--- src/rtl/way.sv ---
// rtl/way.sv - single-way, set-indexed translation entry store with PCID invalidate
//
// Purpose: NSET entries of {valid, tag, pcid, pa}. Lookup is combinational on
// rd_set; writes and invalidate-by-PCID take effect on the rising clock edge.
//
// Ports:
//    clk       sole clock
//    rst       synchronous active-high reset, clears every entry completely
//    rd_set    set index for lookup
//    rd_tag    tag compared against the addressed entry
//    rd_pcid   PCID compared against the addressed entry
//    rd_hit    valid and tag and pcid all match
//    rd_pa     stored page number of the addressed set (not qualified by hit)
//    rd_valid  valid bit of the addressed set
//    we        write enable
//    wr_set    set index to write
//    wr_tag    tag to write
//    wr_pcid   PCID to write
//    wr_pa     page number to write
//    inv_en    invalidate every valid entry whose pcid equals inv_pcid
//    inv_pcid  PCID to invalidate
module way #(
   parameter  int SADDR = 64,
   parameter  int SPAGE = 12,
   parameter  int NSET  = 8,
   parameter  int SPCID = 12,
   localparam int SW    = $clog2(NSET),
   localparam int TW    = SADDR - SPAGE - SW,
   localparam int PW    = SADDR - SPAGE
) (
   input  logic             clk,
   input  logic             rst,
   input  logic [SW-1:0]    rd_set,
   input  logic [TW-1:0]    rd_tag,
   input  logic [SPCID-1:0] rd_pcid,
   output logic             rd_hit,
   output logic [PW-1:0]    rd_pa,
   output logic             rd_valid,
   input  logic             we,
   input  logic [SW-1:0]    wr_set,
   input  logic [TW-1:0]    wr_tag,
   input  logic [SPCID-1:0] wr_pcid,
   input  logic [PW-1:0]    wr_pa,
   input  logic             inv_en,
   input  logic [SPCID-1:0] inv_pcid
);

   logic [NSET-1:0] r_valid;
   logic [TW-1:0]    r_tag  [NSET];
   logic [SPCID-1:0] r_pcid [NSET];
   logic [PW-1:0]    r_pa   [NSET];

   logic w_tag_eq;
   logic w_pcid_eq;

   always_ff @(posedge clk) begin
      if (rst) begin
         for (int i = 0; i < NSET; i++) begin
            r_valid[i] <= 1'b0;
            r_tag[i]   <= '0;
            r_pcid[i]  <= '0;
            r_pa[i]    <= '0;
         end
      end else begin
         // Invalidate only clears valid; contents stay readable on rd_pa.
         for (int i = 0; i < NSET; i++) begin
            if (inv_en && r_valid[i] && (r_pcid[i] == inv_pcid)) begin
               r_valid[i] <= 1'b0;
            end
         end
         // Placed after the invalidate loop so a simultaneous write wins.
         if (we) begin
            r_valid[wr_set] <= 1'b1;
            r_tag[wr_set]   <= wr_tag;
            r_pcid[wr_set]  <= wr_pcid;
            r_pa[wr_set]    <= wr_pa;
         end
      end
   end

   assign w_tag_eq  = (r_tag[rd_set] == rd_tag);
   assign w_pcid_eq = (r_pcid[rd_set] == rd_pcid);

   assign rd_valid = r_valid[rd_set];
   assign rd_pa    = r_pa[rd_set];
   assign rd_hit   = r_valid[rd_set] && w_tag_eq && w_pcid_eq;

endmodule

--- config.mk ---
export PLATFORM = sky130hd
export DESIGN_NAME = way
export DESIGN_NICKNAME = d
export VERILOG_FILES = /design/src/rtl/way.sv
export SDC_FILE = /design/constraint.sdc
export NUM_CORES = 1
export LEC_CHECK = 0
export CORE_ASPECT_RATIO = 1.5
export CORE_MARGIN = 10
export CORE_UTILIZATION = 60
export DETAILED_ROUTE_END_ITERATION = 8
export PLACE_DENSITY = 0.8
export SETUP_SLACK_MARGIN = 0.1
export SLEW_MARGIN = 20
export SYNTH_ARGS = -nofsm -noshare
export SYNTH_HDL_FRONTEND = slang
export SYNTH_SLANG_ARGS = --single-unit
--- constraint.sdc ---
create_clock -name clk -period 14.2 [get_ports clk]
set_input_delay 1.42 -clock clk [delete_from_list [all_inputs] [get_ports clk]]
set_output_delay 1.42 -clock clk [all_outputs]
set_load 0.005 [all_outputs]
## Word level (Yosys, flattened, before mapping)

Memory sizes are Yosys's and may differ from the RTL's.
Cells that the tools add are included.

- Equality and inequality tests: 10
- Mux-type cells: 35
- Bitwise gates (word level): 1
- Magnitude comparators: 3
- Reduce and logical (&&, ||, !) cells: 22

Operators by type and width:

| kind | number |
|---|---|
| $eq 12x12->1 | 9 |
| $mux 52 | 1 |
| $reduce_or 52->1 | 1 |
| $eq 49x49->1 | 1 |
| $mux 49 | 1 |
| $reduce_or 49->1 | 1 |
| $mux 1 | 26 |
| $logic_and 1x1->1 | 19 |
| $mux 12 | 1 |
| $reduce_or 12->1 | 1 |
| $mux 3 | 3 |
| $lt 3x4->1 const B | 2 |
| $mux 8 | 1 |
| $or 8x8->8 | 1 |
| $bmux 1 s3 | 1 |
| $demux 1 s3 | 1 |
| $ge 3x1->1 const B | 1 |

- Logic and storage cells: 75
- Output and inout port bits: 54
- Memory bits (writable): 904
- Input bits: 196
- Memories kept: 3
- Register bits: 8

Memory list:

| memory | depth | bits a word | rd ports | clocked after Yosys merged registers in | write ports | line | text |
|---|---|---|---|---|---|---|---|
| r_pa | 8 | 52 | 1 | 0 | 8 | 51 | `logic [PW-1:0] r_pa [NSET];` |
| r_tag | 8 | 49 | 1 | 0 | 8 | 49 | `logic [TW-1:0] r_tag [NSET];` |
| r_pcid | 8 | 12 | 9 | 0 | 8 | 50 | `logic [SPCID-1:0] r_pcid [NSET];` |

## Logic depth before layout (Yosys ltp)

Gate-level depths: netlist of the first run.

- Depth after elaboration: 6
- Mapped depth: 10
- Mapped depth without buffers: 7

## Worst setup path after synthesis of the first run

OpenSTA, ideal clock, no wires.

- Path kind: input -> register
- Start: in rst
- End: mem r_pa[4][0] (netlist bit), enable pin
- Arrival: 9.692 ns
- Stages: 3
- Setup time: 0.741 ns
- Slack: 3.767 ns
- Path buffers: 0
- Data required time: 13.459 ns
- Cell sequence: inv_1 -> nand3b_1 -> o21ai_0

RTL lines:

| item | line | text |
|---|---|---|
| start, declared | 32 | `input logic rst,` |
| end, declared | 51 |  |

## Final worst setup path of the first run

- Start: in rd_set[0]
- End: out rd_hit

- Cells in the longest elaborated chain, start to end: 4
- Elaborated cells between the ends (all ways): 8
- Classes of those cells: 2 x eq/ne; 2 x mux; 2 x reduce/logical; 2 x memory

RTL lines:

| item | line | text |
|---|---|---|
| start, declared | 33 | `input logic [SW-1:0] rd_set,` |
| $mem_v2 8x49 or $bmux 1 s3 (tied branches) | -- |  |
| $eq 49x49->1 or $mux 1 (tied branches) | 81, 86 |  |
| $logic_and 1x1->1 | 86 | `assign rd_hit = r_valid[rd_set] && w_tag_eq && w_pcid_eq;` |
| $logic_and 1x1->1 * | 86 |  |
| end, declared | 36 | `output logic rd_hit,` |

Mark *: on every way between the ends. The rest lies on a longest branch, timed or not. The select of a mux whose other input is x is not followed.

==> results of run 1 <==
-- power groups by stage --
| stage | logic [mW] | clock network (mW) | registers, mW |
|---|---|---|---|
| floorplan | 0.325 | 0 | 3.25 |
| global placement | 0.584 | 0 | 3.22 |
| detailed placement | 0.591 | 0 | 3.24 |
| CTS | 0.593 | 2.34 | 3.18 |
| global route | 0.623 | 2.44 | 3.19 |
| finish | 0.591 | 2.31 | 3.18 |
-- sequential cells by signal (all words and copies together), names as in the netlist --
signal   cells
r_valid      8
r_pa       416
r_pcid      96
r_tag      392
-- layer usage --
metal	wire [µm]	vias up	share of wire
met5	95	-	0.00086
met4	3990	14	0.036
met3	9550	204	0.086
met2	56200	1223	0.51
met1	40600	12200	0.37
li1	-	10100	-
-- final cells by class --
cell class | instances | share of cell area
Timing Repair Buffer | 287 | 0.0588
Multi-Input combinational cell | 1534 | 0.294
Inverter | 1 | 0.0000778
Sequential cell | 912 | 0.566
Clock inverter | 45 | 0.0109
Clock buffer | 103 | 0.0468
Antenna cell | 9 | 0.000467
Tap cell | 907 | 0.0235
-- worst max path at each step --
stage | from | slack, ps | to
2_1_floorplan | rst | 3770 | r_pa[4][0]
3_3_place_gp | rd_set[0] | 5900 | rd_hit
3_5_place_dp | rd_set[0] | 6010 | rd_hit
4_1_cts | rd_set[0] | 6000 | rd_hit
5_1_grt | rd_set[0] | 5790 | rd_hit
6_report | rd_set[0] | 6140 | rd_hit
-- stage by stage --
| stage | power [mW] | std cells | hold slack, ps |
|---|---|---|---|
| 2_1_floorplan | 3.57 | 2625 | 455 |
| 4_1_cts | 6.11 | 3788 | 483 |
| 5_1_grt | 6.26 | 3792 | 507 |
| 3_3_place_gp | 3.81 | 3640 | 463 |
| 3_5_place_dp | 3.83 | 3640 | 468 |
| 6_report | 6.09 | 3798 | 483 |
-- cell usage after synthesis (all sizes together) --
master	count
nand2	1
a21boi	1
clkbuf	121
buf	57
a22o	1
o21ai	6
nand3	2
nor3	3
or2	2
mux2	53
edfxtp	904
nor4	29
xnor2	61
nand3b	1
inv	1
nand2b	2
o22ai	2
nand4	22
nor2	8
a22oi	1
a31o	8
mux2i	84
a221oi	23
nor2b	24
mux4	205
and2	904
xor2	91
dfxtp	8
-- cell families (layout without fill, tap and decap cells) --
kind of cell,after synthesis,after routing,synth area share
simple gates,998,998,0.148
other cells,0,9,0
mux,342,342,0.145
xor+xnor,152,152,0.0316
buf+inv,179,436,0.0195
flops,912,912,0.648
compound gates,42,42,0.00801
==> reports/qor.yml, run 1 <==
start_util: 0.602
post-route-util: 0.690
io_pins: 250
crit_required_ps: 12780
port_buffers: 249
route.detailed.wl_per_inst_um: 29.1
drive_gt1_frac: 0.151
hold-path-cell-count: 1
yosys_warnings: 0
grt_util_met2: 0.454
area_growth_pct: 14.5
finalInstanceArea_mm2: 0.0483
critical_path.top_delay_family: "buffers and inverters"
setup-violations-final: 0
period_needed_ps: 8060
first_pass_iters: 5
wirelength_mm: 111
final_nets: 3015
cp.buffers_inverters: 4
slew_violations: 0
vias_per_cell: 6.25
synth_seq_area_share: 0.648
fmaxAchievable_mhz: 124
final.setup.tns_ps: 0
slew_headroom: 0.212
skew_ps: 11.9
p_sw_mw: 1.34
worst-path-stages: 11
placed_cell_area_mm2: 0.0454
track_usage: 0.270
multi_input_area_mm2: 0.0142
place_congestion: 0.911
yosys-top-cells-area: "edfxtp_1 (64%), and2_1 (13%), mux4_2 (9.9%), mux2i_1 (2.0%), xor2_1 (1.9%)"
worstPathArrival_ps: 6640
syn-num-nets: 2821
cts_buffer_depth: 3
synth.ff_latch_count: 912
met3_usage: 0.0492
p_int_mw: 4.75
cp-start-kind: "input pin"
p_seq_frac: 0.523
p_leak_nw: 16.8
seq_area_mm2: 0.0273
hold-path-endpoint: "r_valid[6]"
r2r_setup_slack_ps: 12310
r2r_start: "r_pcid[3][5]"
cap_violations: 0
cts-root-buf: "clkbuf_16"
drtIter0Drc: 2777
synth_top_area_frac: 0.644
dieArea_mm2: 0.0815
min_path_type: "flop to flop"
grt_max_degree: 114
rr_endpoint: "r_valid[3]"
rsz0062_at_grt: "false"
p_comb_frac: 0.097
post-place-ws_ps: 6010
hp-start: "r_valid[6]"
grt_pass1_wl_mm: 162
r2r_cells: 5
finalCritPeriodShare: 0.567
die_h_um: 345
worst_slack_ps: 6140
cts.sinks: 912
crit_chain: "buf_8 -> buf_4 -> buf_4 -> mux4_2 -> mux2i_1 -> xor2_1 -> nand4_1 -> nor3_1 -> nand4_1 -> nor4_2 -> clkdlybuf4s50_1"
n_fill_cell: 4591
num_rows: 119
dieWidth_um: 236
p_per_area_mw_per_mm2: 126
avgSynthCellArea_um2: 16.1
cp-end-kind: "output pin"
grt_pass1_vias: 24800
cp_max_fo: 63
swShare: 0.220
finalHoldViolCount: 0
syn-instance-count: 2625
ant_nets: 0
crit_type: "input pin to output pin"
synth_cell_types: 35
clkLatencyLatePin_ps: 650
postCtsHoldBufs: 0
num_vias: 23800
clkSlewWorstSetupHoldPaths_ps: 60
dp.final_hpwl_mm: 61.9
grt_busiest_layer: "met2"
clkPwrFrac: 0.380
cts_tree: "built"
htreeDepth: 3
final_cell_mix: "and2_1 (904), edfxtp_1 (904), clkdlybuf4s50_1 (246)"
cpMaxStageDelayCell: "buf_4"
syn_area_mm2: 0.0422
peakVddDrop_v: 0.000115
grt_antenna_before_repair: 16
drc_errors: 0
crit_path_max_incr_delay_ps: 850
yosysTopAreaCell: "edfxtp_1"
grt_overflow: 0
cts_buffers: 83
use_met1: 0.346
tightest_slew_ps: 1180
status: "finished clean"
core_area_mm2: 0.0700
post_cts_resized: 0
post-cts-setup-buffers: 0
Power figures use the tool's default switching activity.
==> run 2, diff against run 1 <==
- clock period: 14.2 -> 8 ns (I/O delays scaled with it)
==> run 2 against run 1 <==
Die area stayed put. Global-route usage rose by 0.18 points. Highest routed layer unchanged. Wire length up 0.64%.
==> reports/qor.yml, run 2 (synthesis gave the netlist of run 1 again) <==
vias_per_cell: 6.29  # +0.55%
holdWs_ps: 492  # +9.30 ps
met3_usage: 0.0507  # +0.00151
core_area_mm2: 0.0700  # unchanged
dieWidth_um: 236  # unchanged
crit_type: "input pin to output pin"
period_needed_ps: 5570
crit_required_ps: 7200  # -5580 ps
slew_violations: 0  # unchanged
ant_nets: 0  # unchanged
track_usage: 0.272  # +0.00181
skew_ps: 14.2  # +2.29 ps
grt_pass1_vias: 25000  # +0.76%
drtIter0Drc: 2758  # -0.68%
post_cts_resized: 0  # unchanged
seq_area_mm2: 0.0273  # unchanged
worstPathArrival_ps: 4770  # -1870 ps
tightest_slew_ps: 1130  # -45.5 ps
die_h_um: 345  # unchanged
cp-end-kind: "output pin"
p_per_area_mw_per_mm2: 222  # +76%
num_rows: 119  # unchanged
largest_reg_flops: 416  # unchanged
multi_input_area_mm2: 0.0142  # about the same
p_leak_nw: 16.8  # +0.16%
start_util: 0.602  # unchanged
reg.largest.list: "r_pa (416), r_tag (392), r_pcid (96)"
status: "finished clean"
io_pins: 250  # unchanged
clkLatencyLatePin_ps: 630  # -20 ps
crit_top_cell: "nand4_1"
crit_chain: "buf_8 -> buf_4 -> mux4_1 -> mux2i_1 -> xor2_1 -> nand4_1 -> nor3_1 -> nand4_1 -> nor4_2 -> clkdlybuf4s50_1"
wirelength_mm: 111  # +0.64%
place_congestion: 0.976  # +7.1%
post-route-util: 0.690  # +0.000769
num_vias: 24000  # +1.0%
finalCritPeriodShare: 0.696
cap_violations: 0  # unchanged
setup-violations-final: 0  # unchanged
clkSlewWorstSetupHoldPaths_ps: 60  # about the same
grt_overflow: 0  # unchanged
route.detailed.wl_per_inst_um: 29.2  # +0.19%
fmaxAchievable_mhz: 180
grt_max_degree: 87  # -24%
post-cts-setup-buffers: 0  # unchanged
cts-root-buf: "clkbuf_16"
grt_pass1_wl_mm: 164  # +1.1%
postCtsHoldBufs: 0  # unchanged
rsz0062_at_grt: "false"
dp.final_hpwl_mm: 65.5  # +5.9%
min_path_type: "flop to flop"
use_met1: 0.345  # -0.000887
cts_buffer_depth: 3  # unchanged
grt_antenna_before_repair: 15  # -1
grt_util_met2: 0.454  # about the same
cts_buffers: 82  # -1.2%
slew_headroom: 0.241  # +0.0294
cts.sinks: 912  # unchanged
cp-start-kind: "input pin"
crit_path_max_incr_delay_ps: 610  # -240 ps
cp_max_fo: 86  # +37%
grt_busiest_layer: "met2"
n_fill_cell: 4592  # +0.022%
htreeDepth: 3  # unchanged
first_pass_iters: 5  # unchanged
cts_tree: "built"
final_cell_mix: "and2_1 (904), edfxtp_1 (904), clkdlybuf4s50_1 (246)"
finalHoldViolCount: 0  # unchanged
cpMaxStageDelayCell: "clkdlybuf4s50_1"
dieArea_mm2: 0.0815  # unchanged
port_buffers: 249  # unchanged
drc_errors: 0  # unchanged
area_growth_pct: 14.6
regMostFlops: "r_pa"
peakVddDrop_v: 0.000194  # +68%
final_nets: 3028  # +0.43%
drive_gt1_frac: 0.152  # +0.00134
[run 2: cell count changes in the layout (fill, tap and decap cells not counted), moves of 2 or more]
cell        delta
buf_4         +13
clkinv_1       +7
clkinv_2       -7
clkinv_4       +4
diode_2        +3
bufinv_16      -2
clkbuf_8       -2
clkinvlp_4     -2
[run 2: area by class of cell]
type                    instances  share of cell area
diodes                         12            0.000622
flip-flops and latches        912               0.565
inverters                       1           0.0000777
clock buffers                 102              0.0462
clock inverters                46              0.0101
well taps                     907              0.0235
multi-input cells            1534               0.293
repair buffers                301              0.0612
[run 2: final timing paths]
kind | startpoint | to | slack (ps) | depth (start not counted)
setup reg to reg | r_pcid[3][5] | r_valid[3] | 5910 | 5
hold reg to reg | r_valid[2] | r_valid[2] | 490 | 1
setup / recovery | rd_set[1] | rd_hit | 2430 | 10
hold / removal | r_valid[2] | r_valid[2] | 490 | 1
[run 2: critical path: cells and delay by family]
kind,cells,cell delay [ps]
and+or+nand+nor,4,1090
buffers and inverters,3,1640
xor gates and xnor gates,1,520
muxes,2,580
[run 2: stage by stage]
step	std cells	TNS [ps]	power (mW)	setup slack (ps)	instance area, µm²
detailed placement	3655	0	6.80	2530	45600
floorplan	2625	-1227420	6.34	-1810	42200
global placement	3654	0	6.76	2510	45500
global route	3807	0	11.0	2400	48300
CTS	3803	0	10.8	2520	48300
finish	3815	0	10.7	2430	48300
[run 2: report_power, final]
group | internal [mW] | switching, mW
combinational | 0.491 | 0.557
clock | 2.31 | 1.72
sequential | 5.55 | 0.0978
total | 8.35 | 2.37
[run 2: per-layer routing]
metal  part of all wire  vias up
li1                   -    10100
met4              0.041       12
met1               0.37    12400
met5            0.00062        -
met2               0.50     1224
met3              0.085      235
